<file path="src/rtl/cpu_pkg.sv">
// cpu_pkg: shared RV32I control types, opcodes and ALU operation codes.
package cpu_pkg;
    localparam int CTRL_BE_W = 4;
    localparam logic [6:0] OPC_OP     = 7'b0110011;
    localparam logic [6:0] OPC_OP_IMM = 7'b0010011;
    localparam logic [6:0] OPC_LOAD   = 7'b0000011;
    localparam logic [6:0] OPC_STORE  = 7'b0100011;
    localparam logic [6:0] OPC_BRANCH = 7'b1100011;
    localparam logic [6:0] OPC_JAL    = 7'b1101111;
    localparam logic [6:0] OPC_JALR   = 7'b1100111;
    localparam logic [6:0] OPC_LUI    = 7'b0110111;
    localparam logic [6:0] OPC_AUIPC  = 7'b0010111;
    localparam logic [1:0] ALU_OP_ADD = 2'b00;
    localparam logic [1:0] ALU_OP_BR  = 2'b01;
    localparam logic [1:0] ALU_OP_R   = 2'b10;
    localparam logic [1:0] ALU_OP_I   = 2'b11;
    typedef struct packed {
        logic                 branch;
        logic [2:0]           br_f3;
        logic                 jump;
        logic                 jalr;
        logic                 reg_write;
        logic                 mem_read;
        logic                 mem_to_reg;
        logic [CTRL_BE_W-1:0] mem_write;
        logic [1:0]           alu_op;
        logic                 alu_src;
        logic                 lui;
        logic                 auipc;
        logic                 illegal;
    } ctrl_t;
endpackage

</file>
<file path="src/rtl/rv_decode.sv">
// rv_decode: combinational RV32I decode into control bundle, register indices and immediate.
module rv_decode import cpu_pkg::*; #(
    parameter int XLEN     = 32,
    parameter int MEM_BE_W = 4
) (
    input  logic [31:0]     instr_i,
    output ctrl_t           ctrl_o,
    output logic [4:0]      rs1_o,
    output logic [4:0]      rs2_o,
    output logic [4:0]      rd_o,
    output logic [XLEN-1:0] imm_o,
    output logic            use_rs1_o,
    output logic            use_rs2_o
);
    logic [6:0]          w_opc;
    logic [2:0]          w_f3;
    logic [MEM_BE_W-1:0] w_be;
    logic [XLEN-1:0]     w_imm_i, w_imm_s, w_imm_b, w_imm_u, w_imm_j;
    assign w_opc     = instr_i[6:0];
    assign w_f3      = instr_i[14:12];
    assign rs1_o     = instr_i[19:15];
    assign rs2_o     = instr_i[24:20];
    assign rd_o      = ctrl_o.reg_write ? instr_i[11:7] : 5'd0;
    assign use_rs1_o = !(w_opc == OPC_LUI || w_opc == OPC_AUIPC || w_opc == OPC_JAL);
    assign use_rs2_o = w_opc == OPC_OP || w_opc == OPC_STORE || w_opc == OPC_BRANCH;
    assign w_be      = w_f3 == 3'd0 ? MEM_BE_W'(1) : w_f3 == 3'd1 ? MEM_BE_W'(3) : '1;
    assign w_imm_i   = XLEN'($signed(instr_i[31:20]));
    assign w_imm_s   = XLEN'($signed({instr_i[31:25], instr_i[11:7]}));
    assign w_imm_b   = XLEN'($signed({instr_i[31], instr_i[7], instr_i[30:25], instr_i[11:8], 1'b0}));
    assign w_imm_u   = XLEN'($signed({instr_i[31:12], 12'h000}));
    assign w_imm_j   = XLEN'($signed({instr_i[31], instr_i[19:12], instr_i[20], instr_i[30:21], 1'b0}));
    always_comb begin
        ctrl_o = '0;
        imm_o  = '0;
        case (w_opc)
            OPC_OP: begin
                ctrl_o.reg_write = 1'b1;
                ctrl_o.alu_op    = ALU_OP_R;
            end
            OPC_OP_IMM: begin
                ctrl_o.reg_write = 1'b1;
                ctrl_o.alu_op    = ALU_OP_I;
                ctrl_o.alu_src   = 1'b1;
                imm_o            = w_imm_i;
            end
            OPC_LOAD: begin
                ctrl_o.mem_read   = 1'b1;
                ctrl_o.mem_to_reg = 1'b1;
                ctrl_o.reg_write  = 1'b1;
                ctrl_o.alu_op     = ALU_OP_ADD;
                ctrl_o.alu_src    = 1'b1;
                imm_o             = w_imm_i;
            end
            OPC_STORE: begin
                ctrl_o.mem_write = w_be;
                imm_o            = w_imm_s;
            end
            OPC_BRANCH: begin
                // funct3 010/011 are unassigned branch encodings
                ctrl_o.illegal = w_f3[2:1] == 2'b01;
                ctrl_o.branch  = w_f3[2:1] != 2'b01;
                ctrl_o.br_f3   = w_f3[2:1] != 2'b01 ? w_f3 : 3'd0;
                ctrl_o.alu_op  = w_f3[2:1] != 2'b01 ? ALU_OP_BR : ALU_OP_ADD;
                imm_o          = w_f3[2:1] != 2'b01 ? w_imm_b : '0;
            end
            OPC_JAL: begin
                ctrl_o.jump      = 1'b1;
                ctrl_o.reg_write = 1'b1;
                imm_o            = w_imm_j;
            end
            OPC_JALR: begin
                ctrl_o.jump      = 1'b1;
                ctrl_o.jalr      = 1'b1;
                ctrl_o.reg_write = 1'b1;
                ctrl_o.alu_src   = 1'b1;
                imm_o            = w_imm_i;
            end
            OPC_LUI: begin
                ctrl_o.lui       = 1'b1;
                ctrl_o.reg_write = 1'b1;
                imm_o            = w_imm_u;
            end
            OPC_AUIPC: begin
                ctrl_o.auipc     = 1'b1;
                ctrl_o.reg_write = 1'b1;
                imm_o            = w_imm_u;
            end
            default: ctrl_o.illegal = 1'b1;
        endcase
    end
endmodule

</file>
<file path="src/rtl/ctrl_decode_pipe.sv">
// ctrl_decode_pipe: registered RV32I control decoder with valid/ready handshake, load-use interlock and stall counter.
module ctrl_decode_pipe import cpu_pkg::*; #(
    parameter int XLEN        = 32,
    parameter int MEM_BE_W    = 4,
    parameter int STALL_CNT_W = 16
) (
    input  logic                   clk_i,
    input  logic                   rst_i,
    input  logic [31:0]            instr_i,
    input  logic                   instr_valid_i,
    output logic                   in_ready_o,
    input  logic                   flush_i,
    input  logic                   ex_mem_read_i,
    input  logic [4:0]             ex_rd_i,
    input  logic                   out_ready_i,
    output logic                   valid_o,
    output ctrl_t                  ctrl_o,
    output logic [4:0]             rs1_o,
    output logic [4:0]             rs2_o,
    output logic [4:0]             rd_o,
    output logic [XLEN-1:0]        imm_o,
    output logic [STALL_CNT_W-1:0] stall_cnt_o
);
    ctrl_t                  w_ctrl, r_ctrl;
    logic [4:0]             w_rs1, w_rs2, w_rd, r_rs1, r_rs2, r_rd;
    logic [XLEN-1:0]        w_imm, r_imm;
    logic                   w_use_rs1, w_use_rs2, w_hazard, w_adv, r_valid;
    logic [STALL_CNT_W-1:0] r_cnt;
    rv_decode #(.XLEN(XLEN), .MEM_BE_W(MEM_BE_W)) u_dec (
        .instr_i   (instr_i),
        .ctrl_o    (w_ctrl),
        .rs1_o     (w_rs1),
        .rs2_o     (w_rs2),
        .rd_o      (w_rd),
        .imm_o     (w_imm),
        .use_rs1_o (w_use_rs1),
        .use_rs2_o (w_use_rs2)
    );
    assign w_adv    = ~r_valid | out_ready_i;
    assign w_hazard = instr_valid_i & ex_mem_read_i & (ex_rd_i != 5'd0) &
                      ((w_use_rs1 & (ex_rd_i == w_rs1)) | (w_use_rs2 & (ex_rd_i == w_rs2)));
    assign in_ready_o  = ~flush_i & ~w_hazard & w_adv;
    assign valid_o     = r_valid;
    assign ctrl_o      = r_ctrl;
    assign rs1_o       = r_rs1;
    assign rs2_o       = r_rs2;
    assign rd_o        = r_rd;
    assign imm_o       = r_imm;
    assign stall_cnt_o = r_cnt;
    always_ff @(posedge clk_i) begin
        if (rst_i) begin
            r_valid <= 1'b0;
            r_ctrl  <= '0;
            r_rs1   <= '0;
            r_rs2   <= '0;
            r_rd    <= '0;
            r_imm   <= '0;
            r_cnt   <= '0;
        end else begin
            if (flush_i) begin
                r_valid <= 1'b0;
            end else if (w_hazard & w_adv) begin
                r_valid <= 1'b0;
                r_ctrl  <= '0;
            end else if (instr_valid_i & in_ready_o) begin
                r_valid <= 1'b1;
                r_ctrl  <= w_ctrl;
                r_rs1   <= w_rs1;
                r_rs2   <= w_rs2;
                r_rd    <= w_rd;
                r_imm   <= w_imm;
            end else if (r_valid & out_ready_i) begin
                r_valid <= 1'b0;
            end
            if (w_hazard & ~flush_i & ~&r_cnt)
                r_cnt <= r_cnt + 1'b1;
        end
    end
endmodule

</file>
<file path="config.mk">
export PLATFORM = sky130hd
export DESIGN_NAME = ctrl_decode_pipe
export DESIGN_NICKNAME = d
export VERILOG_FILES = /design/src/rtl/cpu_pkg.sv /design/src/rtl/rv_decode.sv /design/src/rtl/ctrl_decode_pipe.sv
export SDC_FILE = /design/constraint.sdc
export NUM_CORES = 1
export LEC_CHECK = 0
export ABC_AREA = 1
export CAP_MARGIN = 25
export CORE_MARGIN = 2
export CORE_UTILIZATION = 51
export CTS_CLUSTER_DIAMETER = 120
export DETAILED_ROUTE_END_ITERATION = 6
export HOLD_SLACK_MARGIN = 0.03
export PLACE_DENSITY = 0.88
export SYNTH_ARGS = -nofsm -noshare
export SYNTH_HDL_FRONTEND = slang
export SYNTH_SLANG_ARGS = --single-unit
</file>
<file path="constraint.sdc">
create_clock -name clk_i -period 4.9 [get_ports clk_i]
set_input_delay 0.735 -clock clk_i [delete_from_list [all_inputs] [get_ports clk_i]]
set_output_delay 0.735 -clock clk_i [all_outputs]
set_load 0.05 [all_outputs]
</file>
==> results.yml <==
status:
  status: "finished clean"
synth:
  yosysWarnings: 0
  syn_inst: 613
  synth_top_area_share_pct: 39.4
  synth_commonest_cells: "nand2_1, dfxtp_1, inv_1, nor2_1, a21oi_1"
  ys_top_cells_by_area: "dfxtp_1, nand2_1, inv_1"
  synth_ff_type: "dfxtp_1"
  synth_most_common_cell: "nand2_1"
  yosys.cell_types.count: 30
  synthesis.nets: 657
  ys_ff_latch: 81
  avgSynthCellArea_um2: 6.71
  synth_edf_count: 0
  async_flop_share_pct: 0
  synth_top_area_cell: "dfxtp_1"
  netlist_area_mm2: 0.00412
  ys_seq_area_share_pct: 39.4
min_path:
  hold-path-cell-count: 2
  worstHoldPathType: "flop to flop"
  hold_start: "ctrl_o[7]"
  holdPathEnd: "ctrl_o[7]"
clock_network:
  clock_latency_ps: 350
  cts_buffers: 9
  postCtsHoldBufs: 0
  clock-root-buffer: "clkbuf_8"
  htreeDepth: 3
  cts_tree: "done"
  clock_path_buffers: 2
  cts_sinks: 81
  cts_repair_resize_count: 0
  post-cts-setup-buffers: 0
  clk_pin_slew_ps: 90
routing:
  routed_wl_um: 12200
  ant_nets: 0
  vias: 4462
  drc: 0
  drtIter0Drc: 253
  drt_pass1_iterations: 5
  wire_per_inst_um: 14.7
  viasPerCell: 5.36
die:
  start_util_pct: 53.0
  die-area_mm2: 0.00880
  die_h_um: 93.8
  std_cell_rows: 32
  core_area_mm2: 0.00777
  die_x_um: 93.8
  io_pins: 127
place:
  hpwlAfterDp_um: 9070
  io_buffers: 126
  gp_congestion: 0.926
sta:
  fin_tns_setup_ps: 0
  setup_violations: 0
  slew_viol_final: 0
  tightest_slew_ps: 935
  rsz0062_at_grt: "false"
  fin_crit_sh_pct: 84.0
  whs_ps: 466
  hold_viol: 0
  skew_ps: 11.2
  slew_headroom_pct: 37.6
  max_freq_mhz: 243
  fin_crit_ps: 4110
pwr:
  power.leakage_nw: 2.29
  peakVddDrop_mv: 0.164
  p_per_area_mw_per_mm2: 258
  finalPower_mw: 1.44
setup_path:
  rr_startpoint: "valid_o"
  reg2reg_depth: 10
  crit_arrival_ps: 3380
  critical_path_buf_inv_count: 5
  cp_slowest_cell: "clkdlybuf4s50_1"
  rrSetupSlack_ps: 2180
  critPathRequiredTime_ps: 4160
  cp-startpoint: "instr_i[4]"
  crit_family: "buffers and inverters"
  worstPathCellList: "clkdlybuf4s50_1, inv_2, nor2_2, nand3_2, nand2_4, inv_2, nand3_2, nand2_4, nand2_4, inv_1, nor3_1, clkdlybuf4s50_1"
  crit_type: "input port to primary output"
  worstSetupEndpointType: "primary output"
  cp_common_cell: "nand2_4"
  worstReg2RegEnd: "imm_o[6]"
  cp-start-kind: "input port"
  critPathMaxStageDelay_ps: 830
  critPathMaxFanout: 12
final_layout:
  syn2layout_area_growth_pct: 35.9
  nets: 771
  final_core_util_pct: 72.0
  final_layout_size_suffix_gt1_share_pct: 7.52
  antenna_cells: 0
  nFillCells: 628
global_routing:
  grt_pass1_wl_um: 19200
  global_route.usage.met2_pct: 46.3
  met3_usage_pct: 4.90
  grt_remaining_overflow: 0
  grt_max_degree: 61
  grt-busiest-layer: "met2"
  grt_pass1_vias: 4063
  grtUsageTotal_pct: 27.5
  antenna_found_initial: 0
  grt_use_met1_pct: 34.8
flow_run:
  drv_cap: 0
==> final cells by class <==
| class | instances | area, um2 | share of cell area [%] |
|---|---|---|---|
| Clock buffer | 10 | 138 | 2.46 |
| Clock inverter | 5 | 80.1 | 1.43 |
| Inverter | 75 | 282 | 5.03 |
| Multi-Input combinational cell | 430 | 2060 | 36.8 |
| Sequential cell | 81 | 1620 | 29.0 |
| Tap cell | 102 | 128 | 2.28 |
| Timing Repair Buffer | 130 | 1280 | 23.0 |
==> how the worst max path moves through the flow <==
stage / end / slack (ps) / cells past startpoint
global route: in_ready_o / 570 / 12
global placement: in_ready_o / 900 / 12
detailed placement: in_ready_o / 820 / 12
finish: in_ready_o / 790 / 12
floorplan: in_ready_o / 1470 / 11
CTS: in_ready_o / 810 / 12
==> power by group <==
group | internal (mW) | switching (mW)
Sequential | 0.672 | 0.00788
Clock | 0.297 | 0.240
Combinational | 0.0803 | 0.144
Total | 1.05 | 0.392
==> registers in the layout, indices dropped and copies added (netlist names) <==
name,flops
ctrl_o,17
rd_o,5
rs1_o,5
imm_o,32
stall_cnt_o,16
rs2_o,5
valid_o,1
==> cell usage in the layout (no fill, tap or decap), types with 17 or more instances in the layout <==
| cell | count |
|---|---|
| nand3_1 | 24 |
| clkdlybuf4s50_1 | 125 |
| nand2_1 | 162 |
| a21oi_1 | 45 |
| nor2_1 | 70 |
| nand4_1 | 17 |
| dfxtp_1 | 81 |
| nor3_1 | 24 |
| inv_1 | 70 |
| o21ai_0 | 36 |
==> metal layers <==
metal	part of all wire, %	wire [um]
met4	2.5	310
met2	48	5830
met5	0	0
met1	43	5260
met3	6.6	806
==> worst register-to-register path, cell delays in order (launching register included) <==
cell and delay (ps):
dfxtp_1 330, inv_1 50, nor2_1 50, inv_1 90
nand3_1 80, buf_4 210, inv_1 370, nand2_4 420
inv_2 710, nand2_1 190, a21oi_1 160
==> through the flow <==
step / worst slack [ps] / instance area (um2) / instances
2_1_floorplan: 1470 / 4120 / 613
3_5_place_dp: 816 / 5370 / 817
5_1_grt: 566 / 5590 / 833
6_report: 786 / 5590 / 833
3_3_place_gp: 902 / 5370 / 817
4_1_cts: 814 / 5590 / 832
==> cell families after synthesis <==
family	count (synthesis)	synth area share (%)
AO/OA/AOI/OAI	96	12.8
XOR/XNOR	15	3.19
buffers and inverters	102	10.5
adder cells (fa/ha/maj)	1	0.304
flip-flops	81	39.4
AND/OR/NAND/NOR	318	33.7
Note: power is estimated with default switching activity, not from simulation.
